$ cat src/rtl/onchip_mem_arbiter.sv
// Round-robin arbiter sharing one single-port RAM between two Avalon-MM masters.
// One access per cycle, read data one cycle after grant; losers see waitrequest and hold.
module onchip_mem_arbiter #(
    parameter int ADDR_W    = 18,
    parameter int DATA_W    = 16,
    parameter int BE_W      = 2,
    parameter int NUM_WORDS = 133081
) (
    input  logic              clk,
    input  logic              reset_n,
    input  logic [ADDR_W-1:0] m0_address,
    input  logic [BE_W-1:0]   m0_byteenable,
    input  logic              m0_read,
    input  logic              m0_write,
    input  logic [DATA_W-1:0] m0_writedata,
    output logic              m0_waitrequest,
    output logic [DATA_W-1:0] m0_readdata,
    output logic              m0_readdatavalid,
    input  logic [ADDR_W-1:0] m1_address,
    input  logic [BE_W-1:0]   m1_byteenable,
    input  logic              m1_read,
    input  logic              m1_write,
    input  logic [DATA_W-1:0] m1_writedata,
    output logic              m1_waitrequest,
    output logic [DATA_W-1:0] m1_readdata,
    output logic              m1_readdatavalid,
    output logic [ADDR_W-1:0] mem_address,
    output logic [BE_W-1:0]   mem_byteenable,
    output logic              mem_chipselect,
    output logic              mem_write,
    output logic [DATA_W-1:0] mem_writedata,
    input  logic [DATA_W-1:0] mem_readdata,
    output logic              oor_err
);

    localparam logic [ADDR_W:0] WORD_LIMIT = (ADDR_W+1)'(NUM_WORDS);

    logic              req0, req1;
    logic              grant0, grant1, grant_any;
    logic              granted_is_write;
    logic              in_range;
    logic              prio;
    logic              rd_valid, rd_owner, rd_oor;
    logic [DATA_W-1:0] readdata;

    assign req0 = m0_read | m0_write;
    assign req1 = m1_read | m1_write;

    // Reset forces grant to none so nothing reaches the RAM while held in reset.
    assign grant0    = reset_n & req0 & (~req1 | ~prio);
    assign grant1    = reset_n & req1 & (~req0 | prio);
    assign grant_any = grant0 | grant1;

    assign m0_waitrequest = ~grant0;
    assign m1_waitrequest = ~grant1;

    assign mem_address      = grant1 ? m1_address    : m0_address;
    assign mem_byteenable   = grant1 ? m1_byteenable : m0_byteenable;
    assign mem_writedata    = grant1 ? m1_writedata  : m0_writedata;
    assign granted_is_write = grant1 ? m1_write      : m0_write;

    assign in_range       = {1'b0, mem_address} < WORD_LIMIT;
    assign mem_chipselect = grant_any & in_range;
    assign mem_write      = mem_chipselect & granted_is_write;

    always_ff @(posedge clk or negedge reset_n) begin
        if (!reset_n) begin
            prio     <= 1'b0;
            rd_valid <= 1'b0;
            rd_owner <= 1'b0;
            rd_oor   <= 1'b0;
            oor_err  <= 1'b0;
        end else begin
            if (grant_any) begin
                prio <= grant0;
            end
            rd_valid <= grant_any & ~granted_is_write;
            rd_owner <= grant1;
            rd_oor   <= ~in_range;
            oor_err  <= grant_any & ~in_range;
        end
    end

    assign readdata         = rd_oor ? '0 : mem_readdata;
    assign m0_readdata      = readdata;
    assign m1_readdata      = readdata;
    assign m0_readdatavalid = rd_valid & ~rd_owner;
    assign m1_readdatavalid = rd_valid & rd_owner;

endmodule

$ cat config.mk
export PLATFORM = sky130hd
export DESIGN_NAME = onchip_mem_arbiter
export DESIGN_NICKNAME = d
export VERILOG_FILES = /design/src/rtl/onchip_mem_arbiter.sv
export SDC_FILE = /design/constraint.sdc
export NUM_CORES = 1
export LEC_CHECK = 0
export CAP_MARGIN = 20
export CORE_MARGIN = 2
export CORE_UTILIZATION = 20
export DETAILED_ROUTE_END_ITERATION = 6
export GPL_TIMING_DRIVEN = 0
export PLACE_DENSITY = 0.85
export SLEW_MARGIN = 30
export SYNTH_ARGS = -nofsm -noshare
export SYNTH_HDL_FRONTEND = slang
export SYNTH_SLANG_ARGS = --single-unit
$ cat constraint.sdc
create_clock -name clk -period 1.7 [get_ports clk]
set_input_delay 0.255 -clock clk [delete_from_list [all_inputs] [get_ports clk]]
set_output_delay 0.255 -clock clk [all_outputs]
set_load 0.01 [all_outputs]
## Word level (Yosys, flattened, before mapping)

Index checks and enable logic that the tools add are counted.

- Input bits: 94
- Output and inout port bits: 75
- Register bits after elaboration: 5
- Logic and storage cells: 34

- Multiplexer cells: 5
- Magnitude comparators: 1
- Bitwise logic cells: 23

Operator list:

| kind | count |
|---|---|
| $mux W16 | 2 |
| $lt A18 B18 Y1 const B | 1 |
| $mux W18 | 1 |
| $and A1 B1 Y1 | 10 |
| $not A1 Y1 | 8 |
| $or A1 B1 Y1 | 5 |
| $mux W2 | 1 |
| $mux W1 | 1 |

## Depth between registers and ports, before layout

- Depth after elaboration: 8
- Mapped depth: 6
- Depth with buffers taken out: 5

## Worst setup path after synthesis

No wires, ideal clock.

- Path type: input port to output port
- From: input port m0_address[16]
- To: output port mem_chipselect
- Setup slack: 0.007 ns
- Cell stages on the path: 4
- Buffers on the path: 0
- Arrival: 1.438 ns
- Data required time: 1.445 ns
- Cell sequence: or4_4 o32a_1 o21ai_0 o2bb2ai_1

- Cells in the longest elaborated chain, start to end: 3

RTL lines:

| what | line | text |
|---|---|---|
| from (decl) | 11 | `input logic [ADDR_W-1:0] m0_address,` |
| $mux W18 | 57 | `assign mem_address = grant1 ? m1_address : m0_address;` |
| $lt A18 B18 Y1 | 62 | `assign in_range = {1'b0, mem_address} < WORD_LIMIT;` |
| $and A1 B1 Y1 | 63 | `assign mem_chipselect = grant_any & in_range;` |
| to (decl) | 29 | `output logic mem_chipselect,` |

Every way passes these cells.

## Worst setup path in the final report

- From: input port m1_address[13]
- To: output port mem_write

- Cells in the longest elaborated chain, start to end: 4

RTL lines:

| what | line | text |
|---|---|---|
| from (decl) | 19 | `input logic [ADDR_W-1:0] m1_address,` |
| $mux W18 | 57 |  |
| $lt A18 B18 Y1 | 62 |  |
| $and A1 B1 Y1 | 63 |  |
| $and A1 B1 Y1 | 64 | `assign mem_write = mem_chipselect & granted_is_write;` |
| to (decl) | 30 | `output logic mem_write,` |

Every way passes these cells.

==> metrics <==
largest net degree at the start of global routing 11; Hold Startpoint m0_write; clock skew around 0.052 ps; I/O Buffers approximately 170; CTS tree done; CTS Root Cell clkbuf_8; max cap viols 0; syn nets about 290; Area Overhead vs Synth 190%; Initial Util 0.206; Slowest cell on crit path clkdlybuf4s50_1; Setup TNS -413 ps; Worst EP arrival around 1700 ps; RSZ-0062 raised after global routing true; Tightest Pin Transition between 300 and 400 ps; final worst slack -217 ps; dpl cell area around 2800 um^2; Ant. Diodes 0; Die W about 76 um; Clock Latency Late Sink between 200 and 250 ps; Power Density approximately 430 nW/um^2; GRT Total Usage 0.194; hold path cells 2; sequential area share after synthesis 0.120; Int Power between 800 and 900 uW; H-tree depth 1; leakage roughly 1.6 nW; design area approximately 3000 um^2; Clock Power Share 0.165; I/O pin count between 150 and 200; ratio of cells with drive above 1 in the final layout 0.327; R2R depth 4; Reg clk slew, reported paths approximately 30 ps; Core ar. 5070 um^2; die area ~5800 um^2; Final nets 474; final hold slack 302 ps; flops & latches, synth 5; outcome finished with violations; total grt overflow 0; Max-Slew Margin vs Limit 0.790; non-filler instance count after layout 449; Setup-failing EPs final 2; r2r endpoint rd_valid; final worst-path cycle share 1.13; Num CTS Buffers 3; post-route minimum period ~1900 ps; Fin. Hold Viols 0; post-detail-place hpwl ~4.6 mm; switch share 0.355; mean post-synth cell area around 5.4 um^2; synth warn 0; Final Max Slew Viols 0; first drt pass iteration count 5; post-synthesis cell type count 32; clk sinks 5; DR WL/cell approximately 13 um; Max Freq between 0.5 and 0.6 GHz; via count around 2k; crit start category input pin; Placed Cells between 400 and 500; CP required roughly 1400 ps; Max rail drop VDD between 0.00015 and 0.0002 V; final wirelength 5.86 mm; total power around 1.3 mW; Syn Inst Count about 190; Seq pwr share 0.108; Combinational Power Share 0.727; first-pass GRT wire length just over 9 mm; Final GP Congestion 0.793; Clock Path Buffers 2; CP Class in2out; Die Span Y around 76 um; routed vias/inst 4.35; DRC violations left 0; failing checks negative setup slack; Setup crit end kind output port; worst flop-to-flop path startpoint prio; R2R Setup Slk approximately 440 ps; WHS Endpoint rd_valid; CP Max Fanout 3; switching power 464 uW; CP max stage delay 530 ps; row count 26; initial antenna violation count 0; worst hold path class in2reg; critical path, cell by cell clkdlybuf4s50_1 > nor4_4 > a32o_2 > a22oi_2 > o2bb2ai_2 > buf_2; post-route ant nets 0; Synth Cell Area 1050 um^2; 1st-iter DRT viols 76; number of global-route vias before repair 1893
==> stage by stage <==
stage	worst slack, ps	utilization
floorplan	6.82	-
finish	-217	0.597
global route	-274	0.597
detailed placement	-1330	0.555
global placement	-1290	0.555
CTS	-237	0.579
==> cell usage in the layout (no fill, tap or decap), types with 3 or more instances in the layout <==
cell type | synthesis | routed
dlygate4sd2_1 | 0 | 48
buf_2 | 1 | 38
nor2_1 | 4 | 3
clkbuf_2 | 0 | 3
buf_4 | 16 | 25
clkdlybuf4s50_1 | 0 | 72
nand2_2 | 0 | 8
nand2_1 | 112 | 104
dfrtp_1 | 5 | 4
buf_6 | 0 | 6
nor2b_2 | 0 | 11
clkbuf_16 | 0 | 6
clkbuf_8 | 0 | 3
nor2b_1 | 17 | 4
==> routing by layer <==
layer,up-vias,track usage,part of all wire
li1,971,-,-
met1,867,0.224,0.39
met2,108,0.366,0.53
met3,6,0.0320,0.065
met4,0,0.0527,0.012
met5,-,0,0
==> power by group through the flow <==
stage	combinational, mW	sequential (mW)	clock [mW]
finish	0.951	0.141	0.216
floorplan	0.329	0.141	0
CTS	0.913	0.141	0.220
global placement	0.919	0.141	0
global route	1.03	0.142	0.235
detailed placement	0.930	0.142	0
==> Yosys cell counts <==
cell type | count | area share
mux2i_1 | 1 | 0.0096
dfrtp_1 | 5 | 0.12
or4bb_1 | 1 | 0.011
a31oi_1 | 1 | 0.0060
nor2b_1 | 17 | 0.10
nand4_1 | 1 | 0.0060
nor4bb_1 | 1 | 0.0096
nand3_1 | 2 | 0.0096
nand2_1 | 112 | 0.40
o21ai_0 | 3 | 0.014
o22ai_1 | 1 | 0.0060
nor2_1 | 4 | 0.014
nor4_1 | 1 | 0.0060
buf_1 | 2 | 0.0072
or4_4 | 1 | 0.011
o32a_1 | 1 | 0.0096
a22oi_1 | 1 | 0.0072
o21a_1 | 1 | 0.0072
o21ba_2 | 1 | 0.0096
a31o_2 | 1 | 0.0084
o41ai_1 | 1 | 0.0084
inv_1 | 1 | 0.0036
clkbuf_1 | 6 | 0.022
buf_4 | 16 | 0.11
and2_1 | 2 | 0.012
a32o_1 | 1 | 0.0096
o2bb2ai_1 | 2 | 0.017
nand2b_1 | 1 | 0.0060
a211oi_1 | 1 | 0.0072
or2_2 | 2 | 0.012
buf_2 | 1 | 0.0048
and4_1 | 1 | 0.0084
==> repair_timing <==
action                                  4_1_cts  5_1_grt
buffers inserted                              9        4
endpoints found under the hold margin         5        0
gates cloned                                  0        1
endpoints found under the setup margin       74       39
gates resized for setup                     290       22
hold buffers                                  1        0
pin swaps                                    10       12
==> how the worst max path moves through the flow <==
| stage | slack, ps | start | depth (start not counted) | endpoint |
|---|---|---|---|---|
| final | -220 | m1_address[13] | 6 | mem_write |
| after global routing | -270 | m0_address[12] | 6 | mem_write |
| after CTS | -240 | m0_address[12] | 6 | mem_chipselect |
| after detailed placement | -1330 | reset_n | 8 | mem_address[7] |
| after global placement | -1290 | reset_n | 8 | mem_address[6] |
| after floorplan | 7 | m0_address[16] | 4 | mem_chipselect |
==> state kept, by name, indices dropped and copies added, names as in the netlist <==
register,flops
oor_err,1
prio,1
rd_oor,1
rd_owner,1
rd_valid,1
==> worst max-delay path: cells and delay by family <==
| family | cells | cell delay (ps) |
|---|---|---|
| buf+inv | 2 | 690 |
| compound gates | 3 | 660 |
| simple gates | 1 | 50 |
==> kinds of logic after synthesis <==
family	Yosys count	synth area share
DFF	5	0.120
and+or+nand+nor	146	0.609
AOI/OAI and AO/OA	15	0.110
muxes	1	0.00957
buffers and inverters	26	0.152
==> area by class of cell <==
class / instances / area (um^2)
clock buffers: 4 / 45.0
flip-flops and latches: 5 / 126
plain buffers: 24 / 287
fillers: 483 / 2040
inverters: 1 / 11.3
repair buffers: 183 / 1580
well taps: 70 / 87.6
multi-input cells: 162 / 895
Note: power is estimated with default switching activity, not from simulation.
